**src/rtl/acq_timing_pkg.sv**
```systemverilog
// Shared types and default sizing for the acquisition timing manager.
package acq_timing_pkg;

    localparam int unsigned DEF_NUM_CH  = 6;
    localparam int unsigned DEF_CNT_W   = 32;
    localparam int unsigned DEF_RATIO_W = 16;

    typedef enum logic [1:0] {
        ST_IDLE = 2'd0,
        ST_ACQ  = 2'd1,
        ST_DONE = 2'd2
    } acq_state_e;

endpackage

```
**src/rtl/event_ratio_divider.sv**
```systemverilog
// Divides PWM-carrier qualifier events down to a one-cycle acquisition trigger.
module event_ratio_divider
    import acq_timing_pkg::*;
#(
    parameter int unsigned RATIO_W = DEF_RATIO_W
) (
    input  logic               clk,
    input  logic               rst_n,
    input  logic               event_qualifier,
    input  logic [RATIO_W-1:0] user_ratio,
    output logic               trigger
);

    logic [RATIO_W-1:0] count_q, count_d;
    logic               trigger_q, trigger_d;

    // >= keeps the divider from running the full counter range if the ratio is lowered
    always_comb begin
        count_d   = count_q;
        trigger_d = 1'b0;
        if (event_qualifier) begin
            if (count_q >= user_ratio) begin
                count_d   = '0;
                trigger_d = 1'b1;
            end else begin
                count_d = count_q + RATIO_W'(1);
            end
        end
    end

    always_ff @(posedge clk or negedge rst_n) begin
        if (!rst_n) begin
            count_q   <= '0;
            trigger_q <= 1'b0;
        end else begin
            count_q   <= count_d;
            trigger_q <= trigger_d;
        end
    end

    assign trigger = trigger_q;

endmodule

```
**src/rtl/acq_timing_manager.sv**
```systemverilog
// Schedules multi-channel sensor acquisitions off the PWM carrier, timestamps
// each channel's conversion-done and raises one interrupt per acquisition.
module acq_timing_manager
    import acq_timing_pkg::*;
#(
    parameter int unsigned NUM_CH  = DEF_NUM_CH,
    parameter int unsigned CNT_W   = DEF_CNT_W,
    parameter int unsigned RATIO_W = DEF_RATIO_W
) (
    input  logic                    clk,
    input  logic                    rst_n,
    input  logic                    event_qualifier,
    input  logic [RATIO_W-1:0]      user_ratio,
    input  logic [NUM_CH-1:0]       en_bits,
    input  logic [NUM_CH-1:0]       done,
    input  logic [CNT_W-1:0]        timeout_cycles,
    input  logic                    flag_clear,
    output logic                    trigger,
    output logic [NUM_CH-1:0]       en_out,
    output logic                    sched_isr,
    output logic                    busy,
    output logic [NUM_CH*CNT_W-1:0] ch_time,
    output logic                    timeout_flag,
    output logic                    overrun_flag
);

    localparam int unsigned TIME_W = NUM_CH * CNT_W;

    logic trig;

    event_ratio_divider #(
        .RATIO_W(RATIO_W)
    ) u_ratio_div (
        .clk            (clk),
        .rst_n          (rst_n),
        .event_qualifier(event_qualifier),
        .user_ratio     (user_ratio),
        .trigger        (trig)
    );

    acq_state_e          state_q, state_d;
    logic [CNT_W-1:0]    timer_q, timer_d;
    logic [NUM_CH-1:0]   latch_q, latch_d;
    logic [NUM_CH-1:0]   en_out_q, en_out_d;
    logic [TIME_W-1:0]   ch_time_q, ch_time_d;
    logic                sched_isr_q, sched_isr_d;
    logic                busy_q, busy_d;
    logic                timeout_flag_q, timeout_flag_d;
    logic                overrun_flag_q, overrun_flag_d;

    logic [CNT_W-1:0]    timer_inc;
    logic [NUM_CH-1:0]   hit;
    logic                to_set;
    logic                ov_set;

    always_comb begin
        state_d     = state_q;
        timer_d     = timer_q;
        latch_d     = latch_q;
        en_out_d    = en_out_q;
        ch_time_d   = ch_time_q;
        sched_isr_d = 1'b0;
        to_set      = 1'b0;
        ov_set      = 1'b0;
        hit         = '0;
        // Timer value as seen during the current ACQ cycle (1 on the first one)
        timer_inc   = (timer_q == '1) ? timer_q : timer_q + CNT_W'(1);

        unique case (state_q)
            ST_IDLE: begin
                if (trig) begin
                    if (en_bits != '0) begin
                        state_d  = ST_ACQ;
                        en_out_d = en_bits;
                        latch_d  = '0;
                        timer_d  = '0;
                    end else begin
                        sched_isr_d = 1'b1;
                    end
                end
            end
            ST_ACQ: begin
                ov_set  = trig;
                timer_d = timer_inc;
                hit     = en_out_q & ~latch_q & done;
                latch_d = latch_q | hit;
                for (int unsigned i = 0; i < NUM_CH; i++) begin
                    if (hit[i]) begin
                        ch_time_d[i*CNT_W +: CNT_W] = timer_inc;
                    end
                end
                // Completion outranks a timeout landing on the same cycle
                if ((latch_d & en_out_q) == en_out_q) begin
                    state_d     = ST_DONE;
                    sched_isr_d = 1'b1;
                end else if ((timeout_cycles != '0) && (timer_inc == timeout_cycles)) begin
                    state_d     = ST_DONE;
                    sched_isr_d = 1'b1;
                    to_set      = 1'b1;
                    for (int unsigned i = 0; i < NUM_CH; i++) begin
                        if (en_out_q[i] && !latch_d[i]) begin
                            ch_time_d[i*CNT_W +: CNT_W] = '1;
                        end
                    end
                end
            end
            ST_DONE: begin
                ov_set   = trig;
                state_d  = ST_IDLE;
                en_out_d = '0;
            end
            default: begin
                state_d = ST_IDLE;
            end
        endcase

        busy_d         = (state_d != ST_IDLE);
        timeout_flag_d = to_set | (timeout_flag_q & ~flag_clear);
        overrun_flag_d = ov_set | (overrun_flag_q & ~flag_clear);
    end

    always_ff @(posedge clk or negedge rst_n) begin
        if (!rst_n) begin
            state_q        <= ST_IDLE;
            timer_q        <= '0;
            latch_q        <= '0;
            en_out_q       <= '0;
            ch_time_q      <= '0;
            sched_isr_q    <= 1'b0;
            busy_q         <= 1'b0;
            timeout_flag_q <= 1'b0;
            overrun_flag_q <= 1'b0;
        end else begin
            state_q        <= state_d;
            timer_q        <= timer_d;
            latch_q        <= latch_d;
            en_out_q       <= en_out_d;
            ch_time_q      <= ch_time_d;
            sched_isr_q    <= sched_isr_d;
            busy_q         <= busy_d;
            timeout_flag_q <= timeout_flag_d;
            overrun_flag_q <= overrun_flag_d;
        end
    end

    assign trigger      = trig;
    assign en_out       = en_out_q;
    assign sched_isr    = sched_isr_q;
    assign busy         = busy_q;
    assign ch_time      = ch_time_q;
    assign timeout_flag = timeout_flag_q;
    assign overrun_flag = overrun_flag_q;

endmodule

```
**config.mk**
```make
export PLATFORM = sky130hd
export DESIGN_NAME = acq_timing_manager
export DESIGN_NICKNAME = d
export VERILOG_FILES = /design/src/rtl/acq_timing_pkg.sv /design/src/rtl/event_ratio_divider.sv /design/src/rtl/acq_timing_manager.sv
export SDC_FILE = /design/constraint.sdc
export NUM_CORES = 1
export LEC_CHECK = 0
export CAP_MARGIN = 10
export CORE_MARGIN = 4
export CORE_UTILIZATION = 35
export DETAILED_ROUTE_END_ITERATION = 8
export HOLD_SLACK_MARGIN = 0.05
export MAX_ROUTING_LAYER = met4
export PLACE_DENSITY_LB_ADDON = 0.12
export RECOVER_POWER = 25
export SETUP_SLACK_MARGIN = 0.3
export SLEW_MARGIN = 20
export SYNTH_ARGS = -nofsm -noshare
export SYNTH_HDL_FRONTEND = slang
export SYNTH_SLANG_ARGS = --single-unit
export TNS_END_PERCENT = 20
```
**constraint.sdc**
```tcl
create_clock -name clk -period 5.2 [get_ports clk]
set_clock_uncertainty 0.1 [all_clocks]
set_input_delay 0.52 -clock clk [delete_from_list [all_inputs] [get_ports clk]]
set_output_delay 0.52 -clock clk [all_outputs]
set_load 0.01 [all_outputs]
```
==> results of run 1 <==
==> flip-flops by register name, summed over array words and instances (netlist names), 2 cells and up <==
| signal | count |
|---|---|
| ch_time | 192 |
| timer_q | 32 |
| state_q | 2 |
| en_out | 6 |
| u_ratio_div.count_q | 16 |
| latch_q | 6 |
==> worst min path at each step <==
stage                    start         end  slack (ns)  depth (start not counted)
CTS                 latch_q[4]  latch_q[4]        0.39                          1
finish              latch_q[4]  latch_q[4]        0.39                          1
global route        latch_q[5]  latch_q[5]        0.40                          1
global placement    latch_q[5]  latch_q[5]        0.36                          1
floorplan                rst_n        busy        0.12                          0
detailed placement  latch_q[4]  latch_q[4]        0.37                          1
==> stage by stage <==
stage	total power, mW	std cells	setup WS [ns]
2_1_floorplan	2.28	1545	1.52
3_3_place_gp	2.45	2257	0.905
3_5_place_dp	2.45	2257	0.834
4_1_cts	4.67	2314	0.803
5_1_grt	4.81	2316	0.642
6_report	4.62	2316	0.802
==> cell type report <==
type | count | area [µm²] | area share
Clock inverter | 13 | 184 | 0.0104
Clock buffer | 43 | 850 | 0.0482
Antenna cell | 1 | 2.50 | 0.000142
Multi-Input combinational cell | 1140 | 6280 | 0.356
Tap cell | 511 | 639 | 0.0363
Timing Repair Buffer | 313 | 3050 | 0.173
Sequential cell | 259 | 6480 | 0.368
Inverter | 36 | 135 | 0.00767
==> placed cells by master (no fill, tap or decap), types with 6 or more instances in the layout <==
| cell type | n |
|---|---|
| and4_1 | 12 |
| o21ai_0 | 41 |
| clkbuf_1 | 8 |
| a21o_1 | 9 |
| xor2_1 | 31 |
| nor2b_1 | 10 |
| nand2b_1 | 10 |
| o22ai_1 | 69 |
| and3_1 | 15 |
| clkinv_2 | 6 |
| or3_1 | 6 |
| clkbuf_16 | 30 |
| o31ai_1 | 14 |
| xnor2_1 | 32 |
| nor4_1 | 20 |
| a22o_1 | 9 |
| ha_1 | 21 |
| a32o_1 | 6 |
| nor3_1 | 18 |
| inv_1 | 36 |
| clkdlybuf4s50_1 | 265 |
| buf_4 | 42 |
| nand4_1 | 24 |
| nand2_1 | 77 |
| nor2_1 | 353 |
| and2_1 | 7 |
| a22oi_1 | 19 |
| a21oi_1 | 212 |
| nand3_1 | 56 |
| dfrtp_1 | 259 |
==> power groups by stage <==
stage	sequential, mW	combinational, mW	clock, mW
CTS	2.09	0.332	2.25
global route	2.09	0.377	2.34
floorplan	2.11	0.168	0
finish	2.09	0.327	2.21
global placement	2.12	0.326	0
detailed placement	2.12	0.331	0
==> worst reg2reg max path, delay by kind of cell (launching register included) <==
family                    cells  cell delay (ns)
AOI/OAI and AO/OA             3             1.06
xor gates and xnor gates      1             0.15
buffers and inverters         2             0.49
DFF                           1             0.68
and+or+nand+nor               5             1.81
==> synthesized netlist by cell type, drive strengths merged (6+ instances only) <==
cell type and number:
and2 7, nand3 58, nor2b 10, o22ai 69, nand4 24, and3 15, clkbuf 95, nand2 77
a22o 9, o31ai 14, nor2 355, o21ai 42, or3 7, nor4 21, a21oi 213, inv 36
xor2 31, and4 12, ha 21, a32o 6, buf 15, xnor2 32, nand2b 10, nor3 19
a21o 9, dfrtp 259, a22oi 19
==> kinds of logic (layout without fill, tap and decap cells) <==
kind of cell	count (synthesis)	in the layout	synth area share
XOR/XNOR	66	66	0.0465
other	0	1	0
multiplexers	3	3	0.00235
AO/OA/AOI/OAI	429	429	0.193
buffers and inverters	146	405	0.0433
AND/OR/NAND/NOR	621	621	0.208
adder cells (fa/ha/maj)	21	21	0.0197
flip-flops	259	259	0.487
==> timing repair <==
item	4_1_cts	5_1_grt
hold buffers	1	0
hold endpoints to repair	109	0
setup buffers	0	0
gates resized for setup	0	0
==> routing by layer <==
metal	global-route usage	share of wire
met5	-	0
met4	0.0544	0.024
met3	0.0441	0.064
met2	0.418	0.48
met1	0.346	0.44
==> run summary, run 1 <==
Cells on worst reg2reg path = 11
Leakage = 7.94 nW
Final hold slack = 0.386 ns
Crit path cell chain = and4_1, nand4_1, nor3_2, buf_4, xnor2_1, o2111ai_1, a2111oi_0, and4b_1, nand3_2, buf_12, o221a_2
Largest net degree at the start of global routing = 112
Reg2Reg Setup Slack = 0.80 ns
Maximum Capacitance Violations = 1
RR Startpoint = timer_q[17]
H-tree levels = 1
Std-Cell Core Area = 37600 µm²
CTS tree = built
Chip width = 203 µm
Setup crit start kind = flip-flop
Clock buffer count from CTS = 30
Switching Power = 1.10 mW
Gate power share = 0.071
GRT overflow = 0
Minimum clock period = 4.40 ns
Top post-synthesis cells by area = dfrtp_1 49%, nor2_1 10%, a21oi_1 8.0%
Ys Warns = 0
Share of layout cells above drive strength 1 = 0.0604
Max incr delay on CP = 0.68 ns
Slowest-stage cell, CP = dfrtp_1
Setup violators final = 0
GRT Total Usage = 0.259
Worst setup path startpoint = timer_q[17]
Actual slew at the worst max-slew pin = 2.94 ns
IO Port Bufs = 266
Unrepaired setup endpoints after global routing = false
Initial Util = 0.355
Reg power frac = 0.451
Reg clk slew, reported paths = 0.06 ns
Worst rel slew slack = -0.960
Critical Path Sink Type = flip-flop
Filler Cell Count = 3631
Clock buffer depth = 3
FF-to-FF End = state_q[0]
Sw Ratio = 0.237
Synth cell types = 67
Sequential share of the synthesized area = 0.487
Period utilization = 0.846
PwrDens = 262 nW/µm²
Post-detail-place hpwl = 38.4 mm
First-pass DRT Iterations = 6
Worst skew pair latency = 0.56 ns
DRC viols = 0
Fin area = 17600 µm²
Vias per Instance = 5.50
Asr flop ratio synth = 1.00
Mapped Cells = 1545
Hold crit path type = flip-flop to flip-flop
Antenna violations before repair = 1
Total number of vias = 12700
Run status = complete, but fails checks
Synth Flop Type = dfrtp_1
Final Hold Fails = 0
Crit-path leading delay family = simple AND/OR/NAND/NOR gates
Syn Nets = 1630
Post-route ant nets = 0
Synth top area share = 0.487
Syn avg cell area = 8.62 µm²
Slew Viols, Final = 111
WP data required = 5.55 ns
Synth Cell Area = 13300 µm²
Top-Level Pins = 267
DIE AREA = 41200 µm²
Setup crit end = state_q[0]
CP Depth = 11
Placed Area = 16600 µm²
Int Power = 3.53 mW
Final #Nets = 1865
Maximum fanout along the worst path = 49
Post-Route WL = 53.9 mm
Critical path buffers and inverters = 2
Largest area contributor in the netlist = dfrtp_1
Die height = 203 µm
Flops & latches, synth = 259
Failing checks = capacitance limit, slew limit
Root Buffer = clkbuf_16
Peak VDD IR = 0.270 mV
Clock power share = 0.478
Area delta synth->final = 32.3%
Clk sinks = 259
Setup TNS = 0 ns
First-pass GRT wire length = 79.9 mm
WL/cell = 23.3 µm
Vias in the first global route = 12000
Crit Path Class = flip-flop to flip-flop
FMAX = 227 MHz
EDFF count, synth = 0
Initial drt markers = 968
Core Rows = 71
Post-layout util = 0.469
Placer Congestion = 0.970
WP data arrival = 4.75 ns
(Power assumes the default switching activity.)
==> run 2, diff against run 1 <==
==> constraint.sdc (replaced) <==
create_clock -name clk -period 3.57 [get_ports clk]
set_clock_uncertainty 0.1 [all_clocks]
set_input_delay 0.357 -clock clk [delete_from_list [all_inputs] [get_ports clk]]
set_output_delay 0.357 -clock clk [all_outputs]
set_load 0.01 [all_outputs]
==> run summary, run 2 (synthesis results as in run 1) <==
Total Power = 6.58 mW
Clock buffer depth = 3
DIE AREA = 41200 µm²
Maximum fanout along the worst path = 16
Post-detail-place hpwl = 40.6 mm
GRT Total Usage = 0.267
Actual slew at the worst max-slew pin = 1.61 ns
Critical Path Sink Type = flip-flop
Post-route ant nets = 0
Max reg flops = 192
Largest net degree at the start of global routing = 97
WP data required = 3.94 ns
GRT overflow = 0
Met2 usage = 0.426
Commonest non-fill, non-tap cell in the layout = nor2_1
Crit Path Class = flip-flop to flip-flop
# diodes = 0
Post-Route WL = 57.9 mm
H-tree levels = 1
Worst rel slew slack = -0.0732
Total number of vias = 13600
FMAX = 279 MHz
Fin worst setup slack = -0.0127 ns
Peak VDD IR = 0.324 mV
Cells on worst reg2reg path = 14
Failing checks = capacitance limit, slew limit, setup timing
Top-Level Pins = 267
Hold crit path type = primary input to async pin
Placer Congestion = 0.970
Filler Cell Count = 3493
Setup violators final = 5
Root Buffer = clkbuf_16
Setup crit start kind = flip-flop
IO Port Bufs = 266
Most frequent cells in the layout = 353 x nor2_1, 265 x clkdlybuf4s50_1, 255 x dfrtp_1, 161 x buf_4, 116 x a21oi_1
Area delta synth->final = 48.0%
GRT met1 Usage = 0.352
Clock buffer count from CTS = 29
Initial drt markers = 986
Vias in the first global route = 12800
Initial Util = 0.355
PwrDens = 334 nW/µm²
DRC viols = 0
Slew Viols, Final = 66
Multi-input logic area = 7070 µm²
FF/Latch Area = 6490 µm²
CTS tree = built
Antenna violations before repair = 0
WP data arrival = 3.95 ns
Final #Nets = 2007
Final Hold Fails = 0
Unrepaired setup endpoints after global routing = true
Core Rows = 71
WL/cell = 23.6 µm
First-pass GRT wire length = 82.4 mm
Share of layout cells above drive strength 1 = 0.200
Vias per Instance = 5.53
Minimum clock period = 3.58 ns
Die height = 203 µm
Run status = complete, but fails checks
Leakage = 8.82 nW
Clk sinks = 259
Worst skew pair latency = 0.57 ns
Period utilization = 1.00
GR peak layer = met2
Maximum Capacitance Violations = 1
Final hold slack = 0.287 ns
Std-Cell Core Area = 37600 µm²
Chip width = 203 µm
Met3 Usage GRT = 0.0476
Reg clk slew, reported paths = 0.06 ns
First-pass DRT Iterations = 5
-- run 2: worst max-delay path, cell delays in order, from the launching register on --
cell and delay (ns):
dfrtp_1 0.39, ha_4 0.14, nand4_1 0.11, or3_1 0.41, buf_6 0.16, or3_4 0.35, a2111oi_4 0.29, nand4_1 0.12
a2111o_1 0.39, nor4_4 0.24, buf_6 0.16, buf_6 0.10, nand3_4 0.15, clkbuf_16 0.25, a21oi_1 0.14
-- run 2: timing repair --
item,in CTS,in global routing
hold endpoints to repair,93,0
setup endpoints to repair,197,197
gates cloned,3,6
pin swaps,2,30
setup buffers,8,6
hold buffers,1,0
resized for setup,36,129
-- run 2: worst paths after layout --
kind / from / to / slack (ns)
worst min-delay path: rst_n / timer_q[6] / 0.29
worst max-delay path: timer_q[0] / ch_time[4] / -0.01
min in group clk: en_bits[0] / en_out[0] / 0.33
worst min register to register: latch_q[0] / latch_q[0] / 0.39
max in group asynchronous: rst_n / ch_time[72] / 1.02
worst max register to register: timer_q[0] / ch_time[4] / -0.01
-- run 2: power breakdown --
group          total (mW)  internal, mW  switching, mW
registers            3.04          2.98         0.0578
logic               0.518         0.230          0.288
clock network        3.03          1.80           1.22
-- run 2: per-stage QoR --
stage / utilization / setup TNS (ns) / setup WS [ns] / instance area, µm² / cells
6_report: 0.525 / -0.0232 / -0.0127 / 19700 / 2451
2_1_floorplan: - / 0 / 0.162 / 13400 / 1545
4_1_cts: 0.504 / 0 / 0.0287 / 18900 / 2439
3_3_place_gp: 0.470 / -14.48 / -0.128 / 17600 / 2378
3_5_place_dp: 0.470 / -15.53 / -0.181 / 17600 / 2378
5_1_grt: 0.525 / -8.23 / -0.118 / 19700 / 2451
-- run 2: routing by layer --
metal / wire, µm / part of all wire
met1: 24900 / 0.43
met4: 1900 / 0.033
met3: 3550 / 0.061
met2: 27500 / 0.48
met5: 0 / 0
-- run 2: cell type report --
| cell class | count | area share |
|---|---|---|
| inverters | 36 | 0.00685 |
| well taps | 511 | 0.0324 |
| repair buffers | 456 | 0.225 |
| clock buffers | 38 | 0.0411 |
| multi-input cells | 1140 | 0.359 |
| flip-flops and latches | 259 | 0.329 |
| clock inverters | 11 | 0.00749 |
==> run 3, diff against run 2 <==
--- a/config.mk
+++ b/config.mk
@@ -5,13 +5,16 @@
 export SDC_FILE = /design/constraint.sdc
 export NUM_CORES = 1
 export LEC_CHECK = 0
+export ABC_AREA = 1
 export CAP_MARGIN = 10
+export CELL_PAD_IN_SITES_DETAIL_PLACEMENT = 1
+export CELL_PAD_IN_SITES_GLOBAL_PLACEMENT = 1
 export CORE_MARGIN = 4
 export CORE_UTILIZATION = 35
 export DETAILED_ROUTE_END_ITERATION = 8
 export HOLD_SLACK_MARGIN = 0.05
 export MAX_ROUTING_LAYER = met4
-export PLACE_DENSITY_LB_ADDON = 0.12
+export PLACE_DENSITY_LB_ADDON = 0.08
 export RECOVER_POWER = 25
 export SETUP_SLACK_MARGIN = 0.3
 export SLEW_MARGIN = 20
==> run summary, run 3 <==
Setup TNS = 0 ns
Failing checks = capacitance limit, slew limit
Vias in the first global route = 15800
Setup violators final = 0
First-pass GRT wire length = 98.2 mm
Clk sinks = 259
Synth Area in Compound Gates = 0.225
Largest family of logic cells by synthesized area = simple AND/OR/NAND/NOR gates
Chip width = 216 µm
Adder-cell share of the synthesized area = 0.0173
Post-synthesis mux area share = 0
Worst skew pair latency = 0.59 ns
Slowest-stage cell, CP = dfrtp_2
Clock buffer count from CTS = 30
Setup crit start kind = flip-flop
Worst rel slew slack = -0.406
Syn avg cell area = 7.59 µm²
Largest net degree at the start of global routing = 197
Worst Hold Endpoint = timeout_flag
Hold_sp = flag_clear
GRT overflow = 0
Crit path cell chain = ha_4, nand2_2, nor2_4, nand2_4, nor2_8, nand2_8, buf_12, nand2_4, inv_2, nand2_1, o21ai_1, nor2_1, nand2_1, nor2_4, nand2_2, nor2_8, buf_12, buf_12, nand3_4, clkbuf_16, a21oi_2
Most frequent cells in the layout = 372 x nor2_1, 313 x nand2_1, 265 x clkdlybuf4s50_1, 252 x dfrtp_1, 203 x inv_1
Std-Cell Core Area = 42400 µm²
Synth cell types = 39
Synth top area share = 0.428
RR Startpoint = timer_q[1]
Most frequent cell after synthesis = nor2_1
Total number of vias = 15300
Period utilization = 0.901
Actual slew at the worst max-slew pin = 2.11 ns
Run status = complete, but fails checks
Commonest non-fill, non-tap cell in the layout = nor2_1
Top post-synthesis cells by area = dfrtp_1 43%, nor2_1 9.8%, nand2_1 8.3%
Cells on worst reg2reg path = 21
Final Hold Fails = 0
Hold crit path type = primary input to flip-flop
Mapped Cells = 1998
Total Power = 16.1 mW
PwrDens = 797 nW/µm²
GRT Total Usage = 0.276
Xor-xnor portion of the synthesized cell area = 0.00693
DIE AREA = 46700 µm²
Max reg flops = 192
Unrepaired setup endpoints after global routing = true
Die height = 216 µm
Initial drt markers = 1051
First-pass DRT Iterations = 5
EDFF count, synth = 0
Final #Nets = 2348
Core Rows = 75
Largest area contributor in the netlist = dfrtp_1
Synth Area in Simple Gates = 0.235
Most frequent CP cell = buf_12
Area delta synth->final = 33.6%
Maximum Capacitance Violations = 1
Synth Cell Area = 15200 µm²
Crit Path Class = flip-flop to flip-flop
Post-Route WL = 66.0 mm
FMAX = 311 MHz
Minimum clock period = 3.21 ns
Top-Level Pins = 267
Peak VDD IR = 0.449 mV
Reg clk slew, reported paths = 0.06 ns
Share of layout cells above drive strength 1 = 0.143
Asr flop ratio synth = 1.00
Max incr delay on CP = 0.44 ns
Root Buffer = clkbuf_16
Flops & latches, synth = 259
# diodes = 0
H-tree levels = 1
Placer Congestion = 0.984
Initial Util = 0.357
Slew Viols, Final = 74
FF-to-FF End = ch_time[91]
Hold Path Depth = 2
Syn Nets = 2083
IO Port Bufs = 266
DRC viols = 0
Antenna violations before repair = 0
Synth Flop Type = dfrtp_1
Post-synth top cells = 394 x nor2_1, 334 x nand2_1, 259 x dfrtp_1, 205 x inv_1, 129 x a21oi_1
CTS tree = built
Ys Warns = 0
WP data required = 3.99 ns
Vias per Instance = 5.36
WP data arrival = 3.64 ns
Reg2Reg Setup Slack = 0.36 ns
WL/cell = 23.0 µm
Post-route ant nets = 0
Clock buffer depth = 3
Critical Path Sink Type = flip-flop
Sequential share of the synthesized area = 0.428
Maximum fanout along the worst path = 8
Post-detail-place hpwl = 45.7 mm
Leakage = 8.65 nW
==> run 3: cell count changes after synthesis, sizes merged, moves of 31 or more <==
cell	delta
nand2	+269
xnor2	-31
a211oi	+114
o22ai	-37
o21ai	+33
inv	+179
nor2	+44
==> run 3: area by class of cell <==
| type | instances | area, µm² |
|---|---|---|
| tap | 577 | 722 |
| clock inverter | 5 | 50.0 |
| timing repair buffer | 345 | 3590 |
| clock buffer | 50 | 886 |
| sequential | 259 | 6490 |
| inverter | 215 | 813 |
| fill | 5130 | 22200 |
| multi-input combinational | 1412 | 7700 |
==> run 3: metal layers <==
metal  global-route usage  part of all wire
met2                0.434              0.47
met5                    -                 0
met4               0.0678             0.033
met1                0.385              0.46
met3               0.0305             0.038
==> run 3: how the worst max path moves through the flow <==
stage | to | cells past startpoint | startpoint | slack, ns
2_1_floorplan | ch_time[183] | 18 | timer_q[0] | 0.75
3_3_place_gp | busy | 17 | timer_q[0] | -0.08
3_5_place_dp | ch_time[190] | 18 | timer_q[0] | -0.22
4_1_cts | ch_time[190] | 18 | timer_q[16] | 0.30
5_1_grt | ch_time[86] | 20 | timer_q[8] | 0.24
6_report | ch_time[91] | 21 | timer_q[1] | 0.36
==> run 3: what timing repair did <==
item / CTS / global route
pin swaps: 4 / 14
hold endpoints to repair: 73 / 0
hold buffers: 1 / 0
cloned: 1 / 8
setup endpoints to repair: 197 / 196
resized for setup: 20 / 79
buffers inserted: 5 / 8
==> run 3: critical path: cells and delay by family, from the launching register on <==
| kind | cells | cell delay, ns |
|---|---|---|
| and+or+nand+nor | 13 | 1.52 |
| AOI/OAI and AO/OA | 2 | 0.21 |
| DFF | 1 | 0.44 |
| adders and majority gates | 1 | 0.17 |
| buffers and inverters | 5 | 0.67 |
==> run 3: per-stage QoR <==
stage	hold WS [ns]	utilization	setup slack (ns)	instances	instance area (µm²)
floorplan	-0.0386	-	0.749	1998	15200
global placement	0.282	0.439	-0.0789	2785	18600
detailed placement	0.288	0.439	-0.222	2785	18600
CTS	0.255	0.465	0.297	2847	19700
global route	0.275	0.477	0.236	2863	20200
finish	0.273	0.477	0.355	2863	20200
==> run 3: logic make-up (layout without fill, tap and decap cells) <==
family | after synthesis | count (layout)
AND/OR/NAND/NOR | 863 | 863
flip-flops | 259 | 259
AO/OA/AOI/OAI | 516 | 516
buffers and inverters | 327 | 615
adder cells (fa/ha/maj) | 21 | 21
XOR/XNOR | 12 | 12
==> run 3: power breakdown <==
part | internal, mW | switching, mW
Combinational | 3.27 | 4.41
Sequential | 4.21 | 1.24
Clock | 1.68 | 1.31
